File: src/rtl/toy_sch_cpu.sv
// 8-bit accumulator micro-sequencer: fetch/decode/operand/execute/out/halt over a
// shared byte-wide memory bus, with the sequencer state exported one-hot.
module toy_sch_cpu (
  input  logic       CLK,
  input  logic       RESET,
  input  logic [7:0] D_IN,
  output logic [7:0] ADDR,
  output logic [7:0] D_OUT,
  output logic       MEM_EN,
  output logic       RORW,
  output logic       S0,
  output logic       S1,
  output logic       S2,
  output logic       S3,
  output logic       S4,
  output logic       S5
);
  localparam logic [2:0] ST_FETCH   = 3'd0;
  localparam logic [2:0] ST_DECODE  = 3'd1;
  localparam logic [2:0] ST_OPERAND = 3'd2;
  localparam logic [2:0] ST_EXECUTE = 3'd3;
  localparam logic [2:0] ST_OUT     = 3'd4;
  localparam logic [2:0] ST_HALT    = 3'd5;

  localparam logic [7:0] OP_LDI  = 8'h01;
  localparam logic [7:0] OP_ADD  = 8'h02;
  localparam logic [7:0] OP_OUT  = 8'h04;
  localparam logic [7:0] OP_AND  = 8'h08;
  localparam logic [7:0] OP_XOR  = 8'h10;
  localparam logic [7:0] OP_HALT = 8'h80;

  logic [2:0] state_q, state_d;
  logic [7:0] pc_q, pc_d;
  logic [7:0] ir_q, ir_d;
  logic [7:0] opr_q, opr_d;
  logic [7:0] acc_q, acc_d;

  always_comb begin
    state_d = state_q;
    pc_d    = pc_q;
    ir_d    = ir_q;
    opr_d   = opr_q;
    acc_d   = acc_q;
    case (state_q)
      ST_FETCH: begin
        ir_d    = D_IN;
        pc_d    = pc_q + 8'd1;
        state_d = ST_DECODE;
      end
      ST_DECODE: begin
        // Unrecognised opcodes fall through as 2-cycle NOPs.
        case (ir_q)
          OP_LDI, OP_ADD, OP_AND, OP_XOR: state_d = ST_OPERAND;
          OP_OUT:                         state_d = ST_OUT;
          OP_HALT:                        state_d = ST_HALT;
          default:                        state_d = ST_FETCH;
        endcase
      end
      ST_OPERAND: begin
        opr_d   = D_IN;
        pc_d    = pc_q + 8'd1;
        state_d = ST_EXECUTE;
      end
      ST_EXECUTE: begin
        case (ir_q)
          OP_LDI:  acc_d = opr_q;
          OP_ADD:  acc_d = acc_q + opr_q;
          OP_AND:  acc_d = acc_q & opr_q;
          OP_XOR:  acc_d = acc_q ^ opr_q;
          default: acc_d = acc_q;
        endcase
        state_d = ST_FETCH;
      end
      ST_OUT:  state_d = ST_FETCH;
      ST_HALT: state_d = ST_HALT;
      default: state_d = ST_FETCH;
    endcase
  end

  always_ff @(posedge CLK or negedge RESET) begin
    if (!RESET) begin
      state_q <= ST_FETCH;
      pc_q    <= 8'h00;
      ir_q    <= 8'h00;
      opr_q   <= 8'h00;
      acc_q   <= 8'h00;
    end else begin
      state_q <= state_d;
      pc_q    <= pc_d;
      ir_q    <= ir_d;
      opr_q   <= opr_d;
      acc_q   <= acc_d;
    end
  end

  // Moore outputs: pure decodes of registered state, so no D_IN feedthrough.
  assign ADDR   = (state_q == ST_OUT) ? 8'hFF : pc_q;
  assign D_OUT  = acc_q;
  assign MEM_EN = (state_q == ST_FETCH) || (state_q == ST_OPERAND) || (state_q == ST_OUT);
  assign RORW   = (state_q != ST_OUT);
  assign S0     = (state_q == ST_FETCH);
  assign S1     = (state_q == ST_DECODE);
  assign S2     = (state_q == ST_OPERAND);
  assign S3     = (state_q == ST_EXECUTE);
  assign S4     = (state_q == ST_OUT);
  assign S5     = (state_q == ST_HALT);
endmodule

File: config.mk
export PLATFORM = sky130hd
export DESIGN_NAME = toy_sch_cpu
export DESIGN_NICKNAME = d
export VERILOG_FILES = /design/src/rtl/toy_sch_cpu.sv
export SDC_FILE = /design/constraint.sdc
export NUM_CORES = 1
export LEC_CHECK = 0
export CORE_ASPECT_RATIO = 1.2
export CORE_MARGIN = 4
export CORE_UTILIZATION = 57
export DETAILED_ROUTE_END_ITERATION = 16
export GPL_TIMING_DRIVEN = 0
export HOLD_SLACK_MARGIN = 0.03
export PLACE_DENSITY = 0.94
export SETUP_SLACK_MARGIN = 0.1
export SYNTH_ARGS = -nofsm -noshare
export SYNTH_HDL_FRONTEND = slang
export SYNTH_SLANG_ARGS = --single-unit
File: constraint.sdc
create_clock -name CLK -period 5.4 [get_ports CLK]
set_clock_uncertainty 0.1 [all_clocks]
set_input_delay 0.81 -clock CLK [delete_from_list [all_inputs] [get_ports CLK]]
set_output_delay 0.81 -clock CLK [all_outputs]
set_load 0.01 [all_outputs]
==> results of run 1 <==
-- path summary, 6_finish.rpt --
check,endpoint,start,slack (ns)
min in group asynchronous,D_OUT[7],RESET,0.49
max in group asynchronous,pc_q[6],RESET,4.21
worst min register to register,pc_q[7],pc_q[7],0.38
worst max-delay path,S0,state_q[2],2.11
worst min-delay path,pc_q[7],pc_q[7],0.38
worst max register to register,D_OUT[2],ir_q[2],2.91
-- state kept, by name, indices dropped and copies added (netlist names) --
register and cells:
state_q 3, opr_q 8, pc_q 8, D_OUT 8, ir_q 8
-- layer usage --
metal  routed length [um]  vias up  part of all wire, %  track usage, %
met5                    0        -                    0               0
met4                   87        0                  1.9            11.0
met3                  295        7                  6.4            5.82
met2                 2340       59                   51            37.6
met1                 1910      818                   41            25.0
li1                     -      835                    -               -
-- stage by stage --
stage	area (um2)	utilization, %
CTS	2600	72.0
finish	2600	72.0
detailed placement	2500	69.3
floorplan	2120	-
global route	2600	72.0
global placement	2500	69.4
-- power breakdown --
group,switching [mW],internal (mW),leakage (nW),total (mW)
sequential,0.102,0.356,0.447,0.458
clock,0.0935,0.116,0.0515,0.210
combinational,0.245,0.284,0.629,0.529
-- cell usage after synthesis (all sizes together), types with 4 or more instances --
master	instances	share of area [%]
o21ai	12	2.8
clkbuf	6	1.1
nand3	4	0.94
a21oi	4	0.94
ha	9	5.3
dfrtp	35	41
inv	11	1.9
or2	8	2.4
nor2	9	1.6
mux2	13	6.9
nor3	4	0.94
xor2	6	2.5
xnor2	5	2.1
nand2b	4	1.2
nand2	17	3.0
-- critical path: stages (launching register included) --
cell and delay [ns]:
dfrtp_1 0.42, clkbuf_1 0.23, nor3_1 0.42, clkbuf_1 0.40, clkdlybuf4s50_1 0.62
-- cell families (layout without fill, tap and decap cells) --
kind of cell    Yosys count  after routing  synth area share, %
flops                    35             35                 41.3
buf+inv                  18             59                 3.95
compound gates           52             52                 19.0
mux                      15             15                 7.84
simple gates             64             64                 17.2
fa+ha+maj                10             10                 6.25
xor+xnor                 11             11                 4.54
-- final cells by class --
class / count / area, um2
clock buffers: 8 / 100
flip-flops and latches: 35 / 876
inverters: 11 / 41.3
well taps: 39 / 48.8
plain buffers: 7 / 42.5
repair buffers: 33 / 325
fillers: 273 / 1010
multi-input cells: 152 / 1160
==> impl_results.md, run 1 <==
- Cells on worst reg2reg path: 6
- DR iter-0 viols: 108
- Post-CTS Setup Inserts: 0
- Grt total ovfl: 0
- Hold crit path type: flip-flop to flip-flop
- Vias in the first global route: 1,813
- Critical path peak fanout: 10
- Die X: 63.7 um
- Die area: about 4800 um2
- CP Data Arrival Time: 2.38 ns
- Detail Placement HPWL: roughly 3.4 mm
- Peak VDD IR: 0.257 mV
- Final setup margin: ~2.1 ns
- Fin. max-slew vios: 0
- DR DRC count: 0
- FF+latch count, synth: 35
- Mapped Avg Cell Area: about 10 um2
- Slew headroom: 48.4%
- Number of hold violations in the final report: 0
- Routed Antenna Nets: 0
- Non-filler cells, final: 285
- Syn Nets: 225
- Hold_ws: 0.377 ns
- Largest net degree at the start of global routing: 36
- # nets final: 265
- Syn Inst Count: 205
- Hold Path Stages: 1
- Top_reg_cell synth: dfrtp_1
- Final worst path period share: 61.0%
- CTS tree: done
- DRT Wirelength: 4.64 mm
- Setup TNS: 0 ns
- Unique masters post-synth: 54
- # hold bufs at CTS: 0
- CTS H-tree depth: 2
- CP Capture Type: output port
- Sink Count: 35
- RSZ-0062 raised after global routing: no
- WL per Instance: about 16 um
- Startpoint Class: flip-flop
- CTS max path bufs: 2
- Clk_lat worst skew: 0.29 ns
- Vias per cell: 6.03
- Fmax: 0.304 GHz
- Placed Cells: 277
- Clock-pin slew on the worst setup and hold paths: around 0.070 ns
- MaxCap Viol Count: 0
- IO Port Bufs: 33
- Most frequent cells in the layout: dfrtp_1 (35), clkdlybuf4s50_1 (32), nand2_1 (17), mux2_2 (13), inv_1 (10)
- CP required: around 4.5 ns
- Lkg Pwr: 1.13 nW
- Share of cells above drive strength 1: 15.9%
- Post-synthesis sequential area ratio: 41.3%
- Dpl ws: 2.41 ns
- Mapped cell area: ~2100 um2
- # setup viols final: 0
- Routability cong.: 0.883
- Root buf cell: clkbuf_8
- Initial antenna violation count: 0
- Global-route wire length before repair: 7.96 mm
- WS Path Type: flip-flop to output port
- Die H: 74.8 um
- Vias: 1,719
- Leading cell type in the layout, fill and taps excluded: dfrtp_1
- Core Footprint: 3600 um2
- Initial Util: 58.9%
- All-Layer GR Usage: a little over a fifth
- Synthesis Warnings: 0
- Antenna diode count: 0
- Power, Total: roughly 1.2 mW
- Slew @ Worst Pin: 0.774 ns
- Ys async rst share: 100%
- Num ports: 34
- Status: finished, final reports clean
- Post_cts resized: 0
- CTS buffer count: 5
- Min Tclk post-route: roughly 3.3 ns
- DRT Pass-1 Iters: 4
- Post-synth EDFFs: 0
- Pwr per Cell Area: 461 nW/um2
- Row count: 24
- Layout area overhead: 22.3%
Power figures use the tool's default switching activity.
==> run 2, diff against run 1 <==
--- a/config.mk
+++ b/config.mk
@@ -7,11 +7,11 @@
 export LEC_CHECK = 0
 export CORE_ASPECT_RATIO = 1.2
 export CORE_MARGIN = 4
-export CORE_UTILIZATION = 57
+export CORE_UTILIZATION = 48
 export DETAILED_ROUTE_END_ITERATION = 16
 export GPL_TIMING_DRIVEN = 0
 export HOLD_SLACK_MARGIN = 0.03
-export PLACE_DENSITY = 0.94
+export PLACE_DENSITY = 0.86
 export SETUP_SLACK_MARGIN = 0.1
 export SYNTH_ARGS = -nofsm -noshare
 export SYNTH_HDL_FRONTEND = slang
==> constraint.sdc (replaced) <==
create_clock -name CLK -period 2.85 [get_ports CLK]
set_clock_uncertainty 0.1 [all_clocks]
set_input_delay 0.4275 -clock CLK [delete_from_list [all_inputs] [get_ports CLK]]
set_output_delay 0.4275 -clock CLK [all_outputs]
set_load 0.01 [all_outputs]
==> run 2 against run 1 <==
  * Sequential cell count stayed put
  * Via count is 2.4% higher
  * Global-route usage is 1.3 points lower
  * Sequential share of layout area is 0.45 points lower
  * Non-clock buffer count stayed put
  * Critical endpoint is now S2
==> impl_results.md, run 2 (synthesis results as in run 1) <==
- Dpl cell area: 2520 um2
- Hold crit path type: input port to async pin
- CP required: 2.32 ns
- Grt total ovfl: 0
- Die X: 68.7 um
- CTS max path bufs: 2
- Sw frac: 37.5%
- Layout area overhead: 24.0%
- MaxCap Viol Count: 0
- Lkg Pwr: 1.14 nW
- FF-to-FF setup slack: 0.30 ns
- Detail Placement HPWL: 3.66 mm
- # nets final: 265
- Post-CTS Setup Inserts: 0
- Vias: around 1,800
- CP Data Arrival Time: about 2.1 ns
- Routed Antenna Nets: 0
- CP startpoint: state_q[0]
- WL per Instance: around 16 um
- Min Tclk post-route: approximately 2.6 ns
- Vias per cell: between 5 and 6
- CTS buffer count: 5
- Clk_lat worst skew: 0.29 ns
- Routability cong.: 0.889
- Final worst path period share: 92.1%
- FF-to-FF Start: ir_q[2]
- WS Path Type: flip-flop to output port
- Core Footprint: 4260 um2
- Sequential share of power: between 30% and 40%
- Vias in the first global route: 1,825
- Fill count: 352
- Slew headroom: 48.0%
- Slew @ Worst Pin: about 0.78 ns
- Placed Cells: 294
- Fmax: between 0.3 and 0.4 GHz
- CTS H-tree depth: 2
- Global-route wire length before repair: 8.58 mm
- Clock-pin slew on the worst setup and hold paths: 0.08 ns
- Num ports: 34
- Most frequent cells in the layout: dfrtp_1 (35), clkdlybuf4s50_1 (32), nand2_1 (17), mux2_2 (13), inv_1 (10)
- DR DRC count: 0
- Worst Setup EP: S2
- DRT Pass-1 Iters: 4
- CP Capture Type: output port
- Startpoint Class: flip-flop
- Status: finished, final reports clean
- DR iter-0 viols: between 80 and 90
- Largest net degree at the start of global routing: 36
- Initial antenna violation count: 0
- Row count: 26
- RSZ-0062 raised after global routing: no
- # hold bufs at CTS: 0
- Setup TNS: 0 ns
- Internal power: 1.44 mW
- # setup viols final: 0
- Peak VDD IR: 0.635 mV
- Initial Util: 49.8%
- Die H: 80.8 um
- Final Cell Area: roughly 2600 um2
- All-Layer GR Usage: 20.5%
- Share of cells above drive strength 1: approximately 18%
- IO Port Bufs: 33
- Cells on worst reg2reg path: 6
- Clock power share: 17.5%
- Leading cell type in the layout, fill and taps excluded: dfrtp_1
- Pwr per Cell Area: 875 nW/um2
- Fin. max-slew vios: 0
- Comb pwr share: between 40 and 50%
- Root buf cell: clkbuf_8
- Antenna diode count: 0
- Non-filler cells, final: 302
- Number of hold violations in the final report: 0
- Critical path peak fanout: 10
- Reg-to-Reg End: D_OUT[2]
- Die area: 5550 um2
- CTS tree: done
- DRT Wirelength: 4.96 mm
- Switch Pwr: 0.864 mW
- Sink Count: 35
==> run 2: cell count changes in the layout (fill, tap and decap cells not counted) <==
cell      previous run  this run
nor2_1               9         7
nor3_2               0         1
clkbuf_2             0         3
clkbuf_1             7         4
nor3_1               4         3
nor2_2               0         2
==> run 2: critical path: stages (launching register included) <==
cell and delay [ns]:
dfrtp_1 0.46, nor2_2 0.24, and2_1 0.20, clkbuf_2 0.29, clkdlybuf4s50_1 0.62
==> run 2: power by group through the flow <==
stage | Combinational, mW | Sequential (mW) | Clock [mW]
global route | 1.13 | 0.903 | 0.426
global placement | 0.971 | 0.867 | 0
finish | 1.02 | 0.877 | 0.403
floorplan | 0.703 | 0.824 | 0
detailed placement | 1.01 | 0.879 | 0
CTS | 1.03 | 0.872 | 0.404
==> run 2: worst min path at each step <==
stage                          end  slack, ns  cells past startpoint
final                     D_OUT[1]       0.11                      1
after CTS                 D_OUT[1]       0.14                      1
after floorplan           D_OUT[0]       0.03                      0
after global placement     pc_q[7]       0.36                      1
after global routing      opr_q[1]       0.18                      1
after detailed placement   pc_q[7]       0.36                      1
==> run 2: final cells by class <==
type                       instances  area [um2]  area share, %
sequential                        35         876           33.3
multi-input combinational        152        1170           44.6
inverter                          11        41.3           1.57
timing repair buffer              33         325           12.4
clock buffer                       8         100           3.80
tap                               56        70.1           2.66
buffer                             7        46.3           1.76
==> run 2: metal layers <==
metal	GRT usage, %	vias to the layer above	part of all wire, %
met2	36.1	51	54
li1	-	841	-
met3	5.95	8	5.8
met5	0	-	0
met4	6.63	0	1.3
met1	23.3	861	39
==> run 2: per-stage QoR <==
| step | hold WS (ns) | utilization [%] | setup WS (ns) | total power, mW |
|---|---|---|---|---|
| after global placement | 0.358 | 59.2 | 0.253 | 1.84 |
| after CTS | 0.139 | 61.5 | 0.0955 | 2.30 |
| after global routing | 0.185 | 61.7 | 0.132 | 2.46 |
| after floorplan | 0.0319 | - | 0.765 | 1.53 |
| final | 0.111 | 61.7 | 0.224 | 2.30 |
| after detailed placement | 0.356 | 59.1 | 0.256 | 1.89 |
==> run 2: repair_timing <==
item | 4_1_cts | 5_1_grt
endpoints found under the setup margin | 10 | 10
gates cloned | 0 | 0
resized for setup | 3 | 4
